===== src/rtl/core_fetch_window_if.sv =====
// Fetch-side memory port of the instruction window.
// Handshake: the fetcher holds req/addr until a cycle with gnt=1 accepts it;
// exactly one rvalid pulse answers each accepted request, at least one cycle later.
interface core_fetch_window_if #(
  parameter int AW = 8,
  parameter int DW = 16
);
  logic          mem_req;
  logic [AW-1:0] mem_addr;
  logic          mem_gnt;
  logic          mem_rvalid;
  logic [DW-1:0] mem_rdata;

  modport master (output mem_req, mem_addr, input mem_gnt, mem_rvalid, mem_rdata);
  modport slave  (input mem_req, mem_addr, output mem_gnt, mem_rvalid, mem_rdata);
endinterface


===== src/rtl/core_fetch_window.sv =====
// In-order instruction window feeding the decoder cascade; refills one request
// at a time from the shared memory port, retires consumed slots, flushes on jump.
module core_fetch_window #(
  parameter int            DEPTH    = 4,
  parameter int            AW       = 8,
  parameter int            DW       = 16,
  parameter logic [AW-1:0] RESET_PC = 8'h10
) (
  input  logic                         clk_i,
  input  logic                         rst_i,
  core_fetch_window_if.master          mem,
  output logic [DEPTH-1:0]             slot_valid_o,
  output logic [DEPTH*DW-1:0]          slot_instr_o,
  output logic [DEPTH*AW-1:0]          slot_pc_o,
  input  logic [$clog2(DEPTH+1)-1:0]   retire_cnt_i,
  input  logic                         jump_en_i,
  input  logic [AW-1:0]                jump_addr_i,
  input  logic                         halt_i,
  output logic                         halted_o,
  output logic [1:0]                   state_o
);
  localparam int            CW      = $clog2(DEPTH+1);
  localparam logic [CW-1:0] DEPTH_C = CW'(DEPTH);

  typedef enum logic [1:0] {S_REQ = 2'd0, S_WAIT = 2'd1, S_DROP = 2'd2, S_HALTED = 2'd3} state_t;

  state_t          state;
  logic [AW-1:0]   fetch_pc;
  logic [CW-1:0]   count;
  logic [DEPTH-1:0] valid_q;
  logic [DW-1:0]   instr_q [DEPTH];
  logic [AW-1:0]   pc_q    [DEPTH];
  logic            req_q;
  logic [AW-1:0]   addr_q;
  logic            halted_q;

  logic [CW-1:0]    retire_eff, kept, n_count;
  logic             fire, append;
  logic [DEPTH-1:0] n_valid;
  logic [DW-1:0]    n_instr [DEPTH];
  logic [AW-1:0]    n_pc    [DEPTH];

  // Shift survivors down by the retire count, then place an arriving word
  // directly behind them so retire and append combine in one cycle.
  always_comb begin
    retire_eff = (retire_cnt_i > count) ? count : retire_cnt_i;
    kept       = count - retire_eff;
    fire       = (state == S_REQ) && req_q && mem.mem_gnt;
    append     = (state == S_WAIT) && mem.mem_rvalid;
    n_count    = kept + (append ? CW'(1) : CW'(0));
    for (int k = 0; k < DEPTH; k++) begin
      n_valid[k] = 1'b0;
      n_instr[k] = instr_q[k];
      n_pc[k]    = pc_q[k];
      for (int j = 0; j < DEPTH; j++) begin
        if (j == k + int'(retire_eff)) begin
          n_valid[k] = valid_q[j];
          n_instr[k] = instr_q[j];
          n_pc[k]    = pc_q[j];
        end
      end
      if (append && k == int'(kept)) begin
        n_valid[k] = 1'b1;
        n_instr[k] = mem.mem_rdata;
        n_pc[k]    = fetch_pc - AW'(1);
      end
    end
  end

  always_ff @(posedge clk_i or posedge rst_i) begin
    if (rst_i) begin
      state    <= S_REQ;
      fetch_pc <= RESET_PC;
      count    <= '0;
      valid_q  <= '0;
      for (int k = 0; k < DEPTH; k++) begin
        instr_q[k] <= '0;
        pc_q[k]    <= '0;
      end
      req_q    <= 1'b0;
      addr_q   <= '0;
      halted_q <= 1'b0;
    end else if (state != S_HALTED) begin
      if (halt_i) begin
        state    <= S_HALTED;
        valid_q  <= '0;
        count    <= '0;
        req_q    <= 1'b0;
        halted_q <= 1'b1;
      end else if (jump_en_i) begin
        valid_q  <= '0;
        count    <= '0;
        fetch_pc <= jump_addr_i;
        addr_q   <= jump_addr_i;
        // A request still in flight after this edge must have its answer discarded.
        if (fire || (state != S_REQ && !mem.mem_rvalid)) begin
          state <= S_DROP;
          req_q <= 1'b0;
        end else begin
          state <= S_REQ;
          req_q <= 1'b1;
        end
      end else begin
        valid_q <= n_valid;
        instr_q <= n_instr;
        pc_q    <= n_pc;
        count   <= n_count;
        addr_q  <= fetch_pc;
        case (state)
          S_REQ: begin
            if (fire) begin
              fetch_pc <= fetch_pc + AW'(1);
              state    <= S_WAIT;
              req_q    <= 1'b0;
            end else begin
              req_q <= (kept < DEPTH_C);
            end
          end
          S_WAIT, S_DROP: begin
            if (mem.mem_rvalid) begin
              state <= S_REQ;
              req_q <= (n_count < DEPTH_C);
            end
          end
          default: ;
        endcase
      end
    end
  end

  assign mem.mem_req  = req_q;
  assign mem.mem_addr = addr_q;
  assign slot_valid_o = valid_q;
  assign halted_o     = halted_q;
  assign state_o      = state;

  for (genvar g = 0; g < DEPTH; g++) begin : g_slot
    assign slot_instr_o[g*DW +: DW] = instr_q[g];
    assign slot_pc_o[g*AW +: AW]    = pc_q[g];
  end

  retire_legal: assert property (@(posedge clk_i) disable iff (rst_i)
    (state == S_HALTED) || (retire_cnt_i <= count));
endmodule

===== src/flat_wrapper.sv =====
// flat-port wrapper written by rule: the top's interface ports become plain ports
module core_fetch_window_flat 
#(
  parameter int            DEPTH    = 4,
  parameter int            AW       = 8,
  parameter int            DW       = 16,
  parameter logic [AW-1:0] RESET_PC = 8'h10
)
  (clk_i, rst_i, slot_valid_o, slot_instr_o, slot_pc_o, retire_cnt_i, jump_en_i, jump_addr_i, halt_i, halted_o, state_o, mem_mem_req, mem_mem_addr, mem_mem_gnt, mem_mem_rvalid, mem_mem_rdata);
  core_fetch_window_if #(.AW(AW), .DW(DW)) mem_i ();
  input  logic clk_i;
  input  logic rst_i;
  output logic [DEPTH-1:0] slot_valid_o;
  output logic [DEPTH*DW-1:0] slot_instr_o;
  output logic [DEPTH*AW-1:0] slot_pc_o;
  input  logic [$clog2(DEPTH+1)-1:0] retire_cnt_i;
  input  logic jump_en_i;
  input  logic [AW-1:0] jump_addr_i;
  input  logic halt_i;
  output logic halted_o;
  output logic [1:0] state_o;
  output wire logic [$bits(mem_i.mem_req)-1:0] mem_mem_req;
  output wire logic [$bits(mem_i.mem_addr)-1:0] mem_mem_addr;
  input wire logic [$bits(mem_i.mem_gnt)-1:0] mem_mem_gnt;
  input wire logic [$bits(mem_i.mem_rvalid)-1:0] mem_mem_rvalid;
  input wire logic [$bits(mem_i.mem_rdata)-1:0] mem_mem_rdata;
  assign mem_mem_req = mem_i.mem_req;
  assign mem_mem_addr = mem_i.mem_addr;
  assign mem_i.mem_gnt = mem_mem_gnt;
  assign mem_i.mem_rvalid = mem_mem_rvalid;
  assign mem_i.mem_rdata = mem_mem_rdata;
  core_fetch_window #(.DEPTH(DEPTH), .AW(AW), .DW(DW), .RESET_PC(RESET_PC)) u_core (.clk_i(clk_i), .rst_i(rst_i), .mem(mem_i), .slot_valid_o(slot_valid_o), .slot_instr_o(slot_instr_o), .slot_pc_o(slot_pc_o), .retire_cnt_i(retire_cnt_i), .jump_en_i(jump_en_i), .jump_addr_i(jump_addr_i), .halt_i(halt_i), .halted_o(halted_o), .state_o(state_o));
endmodule

===== config.mk =====
export PLATFORM = sky130hd
export DESIGN_NAME = core_fetch_window_flat
export DESIGN_NICKNAME = d
export VERILOG_FILES = /design/src/rtl/core_fetch_window_if.sv /design/src/rtl/core_fetch_window.sv /design/src/flat_wrapper.sv
export SDC_FILE = /design/constraint.sdc
export NUM_CORES = 1
export LEC_CHECK = 0
export CAP_MARGIN = 20
export CORE_UTILIZATION = 45
export DETAILED_ROUTE_END_ITERATION = 10
export GPL_TIMING_DRIVEN = 0
export PLACE_DENSITY = 0.81
export SETUP_SLACK_MARGIN = 0.15
export SLEW_MARGIN = 20
export SYNTH_ARGS = -nofsm -noshare
export SYNTH_HDL_FRONTEND = slang
export SYNTH_SLANG_ARGS = --single-unit

===== constraint.sdc =====
create_clock -name clk_i -period 5.36 [get_ports clk_i]
set_input_delay 1.34 -clock clk_i [delete_from_list [all_inputs] [get_ports clk_i]]
set_output_delay 1.34 -clock clk_i [all_outputs]
set_load 0.01 [all_outputs]

==> results of run 1 <==
## worst register-to-register path: stages, from the launching register on
cell	delay, ns
dfrtp_1	0.41
inv_1	0.20
ha_4	0.25
nor2b_1	0.14
o211ai_1	0.16
o21ai_1	0.10
a222oi_1	0.38
inv_1	0.09
ha_1	0.23
fa_1	0.58
inv_1	0.07
or4_1	0.57
mux2i_4	0.22
buf_4	0.17
buf_6	0.12
or2_4	0.20
o221ai_1	0.14
mux2_2	0.29
## cells in the final DEF, fill, tap and decap left out, types with 3 or more instances in the layout
master / n
clkbuf_1: 31
inv_1: 28
clkdlybuf4s50_1: 139
nor2b_1: 3
o21ai_0: 71
nand2_1: 105
o211ai_1: 4
o22ai_1: 33
a21o_1: 3
or3_1: 4
xnor2_1: 7
and3_1: 36
ha_1: 10
nor2_1: 65
buf_2: 13
clkbuf_16: 17
nand2b_1: 3
mux2i_1: 17
mux2_4: 33
ha_4: 3
buf_4: 10
clkinv_4: 4
inv_6: 4
o221ai_1: 7
buf_6: 4
a221oi_1: 10
nor3_1: 6
o31ai_1: 4
dfrtp_1: 122
or4_1: 4
clkinvlp_4: 4
clkbuf_2: 7
a21oi_1: 62
nand3_1: 17
a31oi_1: 12
mux2_2: 32
## per-layer routing
| layer | up-vias | track usage, % | wire, µm |
|---|---|---|---|
| met2 | 530 | 47.4 | 11500 |
| met1 | 3526 | 37.4 | 9300 |
| met3 | 97 | 6.81 | 2690 |
| met4 | 0 | 15.7 | 913 |
| met5 | - | 0 | 0 |
| li1 | 3218 | - | - |
## stage by stage
| stage | utilization, % | power [mW] | instance area (µm²) |
|---|---|---|---|
| final | 61.8 | 2.38 | 9850 |
| after global routing | 61.8 | 2.44 | 9850 |
| after CTS | 61.7 | 2.37 | 9840 |
| after detailed placement | 57.2 | 1.26 | 9110 |
| after global placement | 56.9 | 1.25 | 9080 |
| after floorplan | - | 1.14 | 7380 |
## final timing paths
path / start / end / slack [ns] / cells past startpoint
setup / recovery: retire_cnt_i[0] / u_core.slot_pc_o[6] / 0.37 / 17
setup reg to reg: u_core.count[1] / u_core.slot_pc_o[6] / 0.94 / 17
hold / removal: u_core.halted_o / u_core.halted_o / 0.46 / 1
max in group asynchronous: rst_i / u_core.fetch_pc[4] / 3.29 / 3
hold reg to reg: u_core.halted_o / u_core.halted_o / 0.46 / 1
min in group asynchronous: rst_i / u_core.slot_instr_o[28] / 1.30 / 2
## kinds of logic after synthesis
| logic type | synth area share, % |
|---|---|
| AOI/OAI and AO/OA | 18.1 |
| xor gates and xnor gates | 1.44 |
| adders and majority gates | 2.48 |
| buffers and inverters | 5.62 |
| DFF | 41.8 |
| muxes | 14.3 |
| and+or+nand+nor | 16.3 |
## registers in the layout, summed over array words and instances (netlist names)
name / cells
u_core.slot_pc_o: 32
u_core.state_o: 2
u_core.count: 3
u_core.slot_valid_o: 4
u_core.halted_o: 1
u_core.fetch_pc: 8
u_core.mem.mem_addr: 8
u_core.slot_instr_o: 64
u_core.mem.mem_req: 1
## power groups by stage
stage                     Sequential, mW  Clock [mW]  Combinational, mW
after floorplan                    0.991           0              0.147
after global placement             0.987           0              0.267
after detailed placement           0.987           0              0.276
after CTS                          0.971        1.12              0.284
after global routing               0.974        1.15              0.313
final                              0.972        1.12              0.289
## final cells by class
cell class	instances	share of cell area [%]
buffer	59	3.20
clock buffer	17	4.32
clock inverter	15	1.45
inverter	30	1.19
multi-input combinational	589	40.0
sequential	123	31.3
tap	216	2.74
timing repair buffer	154	15.8
## what timing repair did
| item | in CTS | in global routing |
|---|---|---|
| cloned | 1 | 0 |
| resized for setup | 14 | 8 |
| setup buffers | 10 | 0 |
| pin swaps | 5 | 1 |
| endpoints found under the setup margin | 98 | 91 |
| hold endpoints to repair | 0 | 0 |
==> out/results.ini, run 1 <==
[yosys]
synth-seq-cells=123
synthCells=802
async_reset_ff_share_pct=100
synth.net_count=849
synth.most_common_cell=dfrtp_1
yosysSeqAreaShare_pct=41.8
synth_edf_count=0
yosys_warnings=0
post_synth_instance_area_mm2=0.00737
syn_area_per_cell_um2=9.19
synth.area.top_cells=dfrtp_1 (41%), mux2_4 (6.7%), nand2_1 (5.3%), mux2_2 (4.9%), o21ai_0 (4.8%)
synth_top_area_share_pct=41.4
synth_cell_type_count=62
yosysTopAreaCell=dfrtp_1
synth-main-ff-cell=dfrtp_1
synth_commonest_cells=dfrtp_1 (122), nand2_1 (105), o21ai_0 (71)

[cts]
worstSkewPairLatency_ns=0.44
ctsHoldBuffers=0
cts_sinks=123
cts_buffers=17
clk_pin_slew_ns=0.06
clock_path_buffers=2
root_buffer=clkbuf_16
cts_max_level=4
cts_tree=built

[worst_setup_path]
cp_num_buf_inv=6
slowest_delay_ns=0.58
crit_arrival_ns=5.31
startpoint_type=input port
cp_slowest_cell=fa_1
path_class=input port to flip-flop
critPathRequiredTime_ns=5.68
crit_path_frequent_cell=inv_1
crit_family=adder cells
worstSetupEndpointType=flip-flop
crit_fanout=7
crit_path_cell_trace=clkdlybuf4s15_1, inv_2, ha_4, nand3_1, and2_4, a222oi_1, inv_1, ha_1, fa_1, inv_1, or4_1, mux2i_4, buf_4, buf_6, or2_4, o221ai_1, mux2_2

[timing]
tns_ns=0
hold_viol=0
finalSetupViolCount=0
period_minus_slack_ns=4.99
post-route-period-util_pct=93.1
maxSlewHeadroom_pct=48.6
slew_viol_final=0
rsz0062_at_grt=no
tightestPinTransition_ns=0.766
setup_slack_ns=0.368
fmax_mhz=200
finClkSkew_ns=0.0135
holdWs_ns=0.460

[floorplanning]
die_h_um=130
die-area_mm2=0.0169
rows=46
core_mm2=0.0159
start_util_pct=46.2
die_w_um=130
io_pins=145

[detailed_routing]
drt-wirelength-per-cell_um=20.3
drt-pass1-iter-count=9
ant_nets=0
vias=7371
drtIter0Drc=853
route.final.wire_length_mm=24.4
via_per_inst=6.13
drc=0

[cells_and_area]
regArea_mm2=0.00308
area_growth_pct=33.7
multi_input_area_mm2=0.00394
final_layout_size_suffix_gt1_share_pct=16.2
finalNetCount=1021
layout.cells.non_filler=1203
nFillCells=1310
num_antenna_cells=0

[power_and_ir_drop]
p_int_mw=1.72
p_switching_mw=0.657
power_leakage_nw=4.40
clkPwrFrac_pct=47.0
comb_power_share_pct=12.2
seq_power_share_pct=40.8
ir_drop_uv=233
powerDensity_mw_per_mm2=242
p_sw_share_pct=27.6

[placed_design]
dpl.cell_count=1161
io_buffers=142
place_worst_setup_slack_ns=-1.05
dp_hpwl_mm=16.5
place_congestion=0.878

[grt]
grt_pass1_wl_mm=37.8
grt_antenna_before_repair=0
first_global_vias=7149
grt_util_all_layers_pct=29.6
overflow=0
grt_start_max_net_pins=81

[worst_hold_path]
hp-class=flip-flop to flip-flop

[outcome]
status=finished clean

[job]
maxCapViolCount=0

Power figures use the tool's default switching activity.
==> inputs of run 2 (changes only) <==
--- a/config.mk
+++ b/config.mk
@@ -9,8 +9,10 @@
 export CORE_UTILIZATION = 45
 export DETAILED_ROUTE_END_ITERATION = 10
 export GPL_TIMING_DRIVEN = 0
+export HOLD_SLACK_MARGIN = 0.03
 export PLACE_DENSITY = 0.81
 export SETUP_SLACK_MARGIN = 0.15
+export SKIP_CTS_REPAIR_TIMING = 1
 export SLEW_MARGIN = 20
 export SYNTH_ARGS = -nofsm -noshare
 export SYNTH_HDL_FRONTEND = slang
==> run 2 against run 1 <==
Effect of this change:
- largest cell class unchanged
- die area unchanged
- register-to-register slack lost 0.06 ns
- wire length is 0.92% lower
- sequential share of layout area is 0.052 points higher
- final cell count fell by 0.17%
- global-route usage down 0.41 points
- combinational power is essentially flat
- power about the same
- clock power hardly changed
- worst setup slack lost 0.025 ns
- clock skew down 0.00095 ns
==> out/results.ini, run 2 (synthesis results as in run 1) <==
[outcome]
status=finished clean

[worst_hold_path]
hold_start=u_core.halted_o
hp-class=flip-flop to flip-flop

[detailed_routing]
ant_nets=0
vias=7322
drc=0
drtIter0Drc=924
route.final.wire_length_mm=24.2
drt-pass1-iter-count=7
via_per_inst=6.10
drt-wirelength-per-cell_um=20.1

[floorplanning]
die-area_mm2=0.0169
rows=46
start_util_pct=46.2
core_mm2=0.0159
io_pins=145
die_w_um=130
die_h_um=130

[timing]
fmax_mhz=199
hold_viol=0
finClkSkew_ns=0.0126
post-route-period-util_pct=93.6
holdWs_ns=0.460
rsz0062_at_grt=no
tightestPinTransition_ns=0.779
slew_viol_final=0
maxSlewHeadroom_pct=47.8
tns_ns=0
period_minus_slack_ns=5.02
finalSetupViolCount=0

[grt]
grt_antenna_before_repair=0
overflow=0
grt_start_max_net_pins=81
grt_pass1_wl_mm=37.2
first_global_vias=6970
grt_util_all_layers_pct=29.2

[power_and_ir_drop]
power_leakage_nw=4.39
power_mw=2.38
ir_drop_uv=231
powerDensity_mw_per_mm2=242

[cts]
cts_sinks=123
worstSkewPairLatency_ns=0.44
root_buffer=clkbuf_16
clock_path_buffers=2
cts_buffers=17
clk_pin_slew_ns=0.06
cts_max_level=4
cts_tree=built

[cells_and_area]
final_layout_size_suffix_gt1_share_pct=15.8
final_cell_mix=clkdlybuf4s50_1 (139), dfrtp_1 (122), nand2_1 (105), o21ai_0 (71), nor2_1 (65)
final_common_cell=clkdlybuf4s50_1
fin_area_mm2=0.00983
area_growth_pct=33.5
num_antenna_cells=0
finalNetCount=1019
largest_register_ffs=64

[worst_setup_path]
r2r-start=u_core.count[1]
path_class=input port to flip-flop
slowest_delay_ns=0.59
cp_slowest_cell=fa_2
startpoint_type=input port
crit_fanout=6
worstSetupStartpoint=retire_cnt_i[1]
crit_arrival_ns=5.33
crit_path_cell_trace=dlymetal6s2s_1, ha_4, nor2b_1, o211ai_1, o21ai_1, a222oi_1, buf_4, inv_1, ha_1, fa_2, inv_1, or4_1, mux2i_4, nor2_2, a21oi_4, buf_4, mux2_2
critPathRequiredTime_ns=5.68
worstSetupEndpointType=flip-flop

[placed_design]
place_area_mm2=0.00911
io_buffers=142
dp_hpwl_mm=16.5
place_congestion=0.878

[job]
maxCapViolCount=0

-- run 2: cell count changes in the layout (fill, tap and decap cells not counted) --
cell,change
clkbuf_2,-4
clkbuf_1,+2
dlymetal6s2s_1,+2
buf_2,-1
buf_6,-1
bufbuf_16,-1
clkbuf_16,+1
clkbuf_4,+1
clkdlybuf4s15_1,-1
fa_1,-1
fa_2,+1
nor2_2,+1
nor2_4,-1
-- run 2: metrics by stage --
stage	util, %	setup slack (ns)	cells
floorplan	-	0.175	802
global placement	56.9	-1.13	1160
detailed placement	57.2	-1.05	1161
CTS	60.7	-0.621	1193
global route	61.7	0.244	1201
finish	61.7	0.343	1201
-- run 2: final cells by class --
class                           count  area [µm²]
Inverter                           30         118
Buffer                             59         318
Clock buffer                       17         425
Fill cell                        1322        6110
Sequential cell                   123        3080
Tap cell                          216         270
Multi-Input combinational cell    589        3940
Clock inverter                     15         143
Timing Repair Buffer              152        1540
-- run 2: per-layer routing --
layer	wire length (µm)	up-vias	part of all wire [%]	track usage, %
met3	2510	83	10	5.90
met2	11500	502	48	47.1
met4	841	0	3.5	14.9
met5	0	-	0	0
li1	-	3208	-	-
met1	9330	3529	39	37.3
-- run 2: worst max-delay path, delay by kind of cell --
kind | cells | cell delay [ns]
buffers and inverters | 5 | 0.72
AO/OA/AOI/OAI | 4 | 0.85
adder cells (fa/ha/maj) | 3 | 1.06
AND/OR/NAND/NOR | 3 | 0.83
multiplexers | 2 | 0.54
-- run 2: worst paths after layout --
check	cells past startpoint	slack, ns	to
setup / recovery	17	0.34	u_core.slot_pc_o[6]
hold / removal	1	0.46	u_core.halted_o
setup reg to reg	17	0.88	u_core.slot_pc_o[6]
hold reg to reg	1	0.46	u_core.halted_o
max in group asynchronous	3	3.28	u_core.fetch_pc[4]
min in group asynchronous	2	1.30	u_core.slot_instr_o[28]
-- run 2: power breakdown --
group | switching, mW | total (mW) | leakage [nW] | internal (mW)
Clock | 0.477 | 1.12 | 0.268 | 0.644
Sequential | 0.0218 | 0.972 | 1.64 | 0.950
Combinational | 0.159 | 0.287 | 2.49 | 0.128
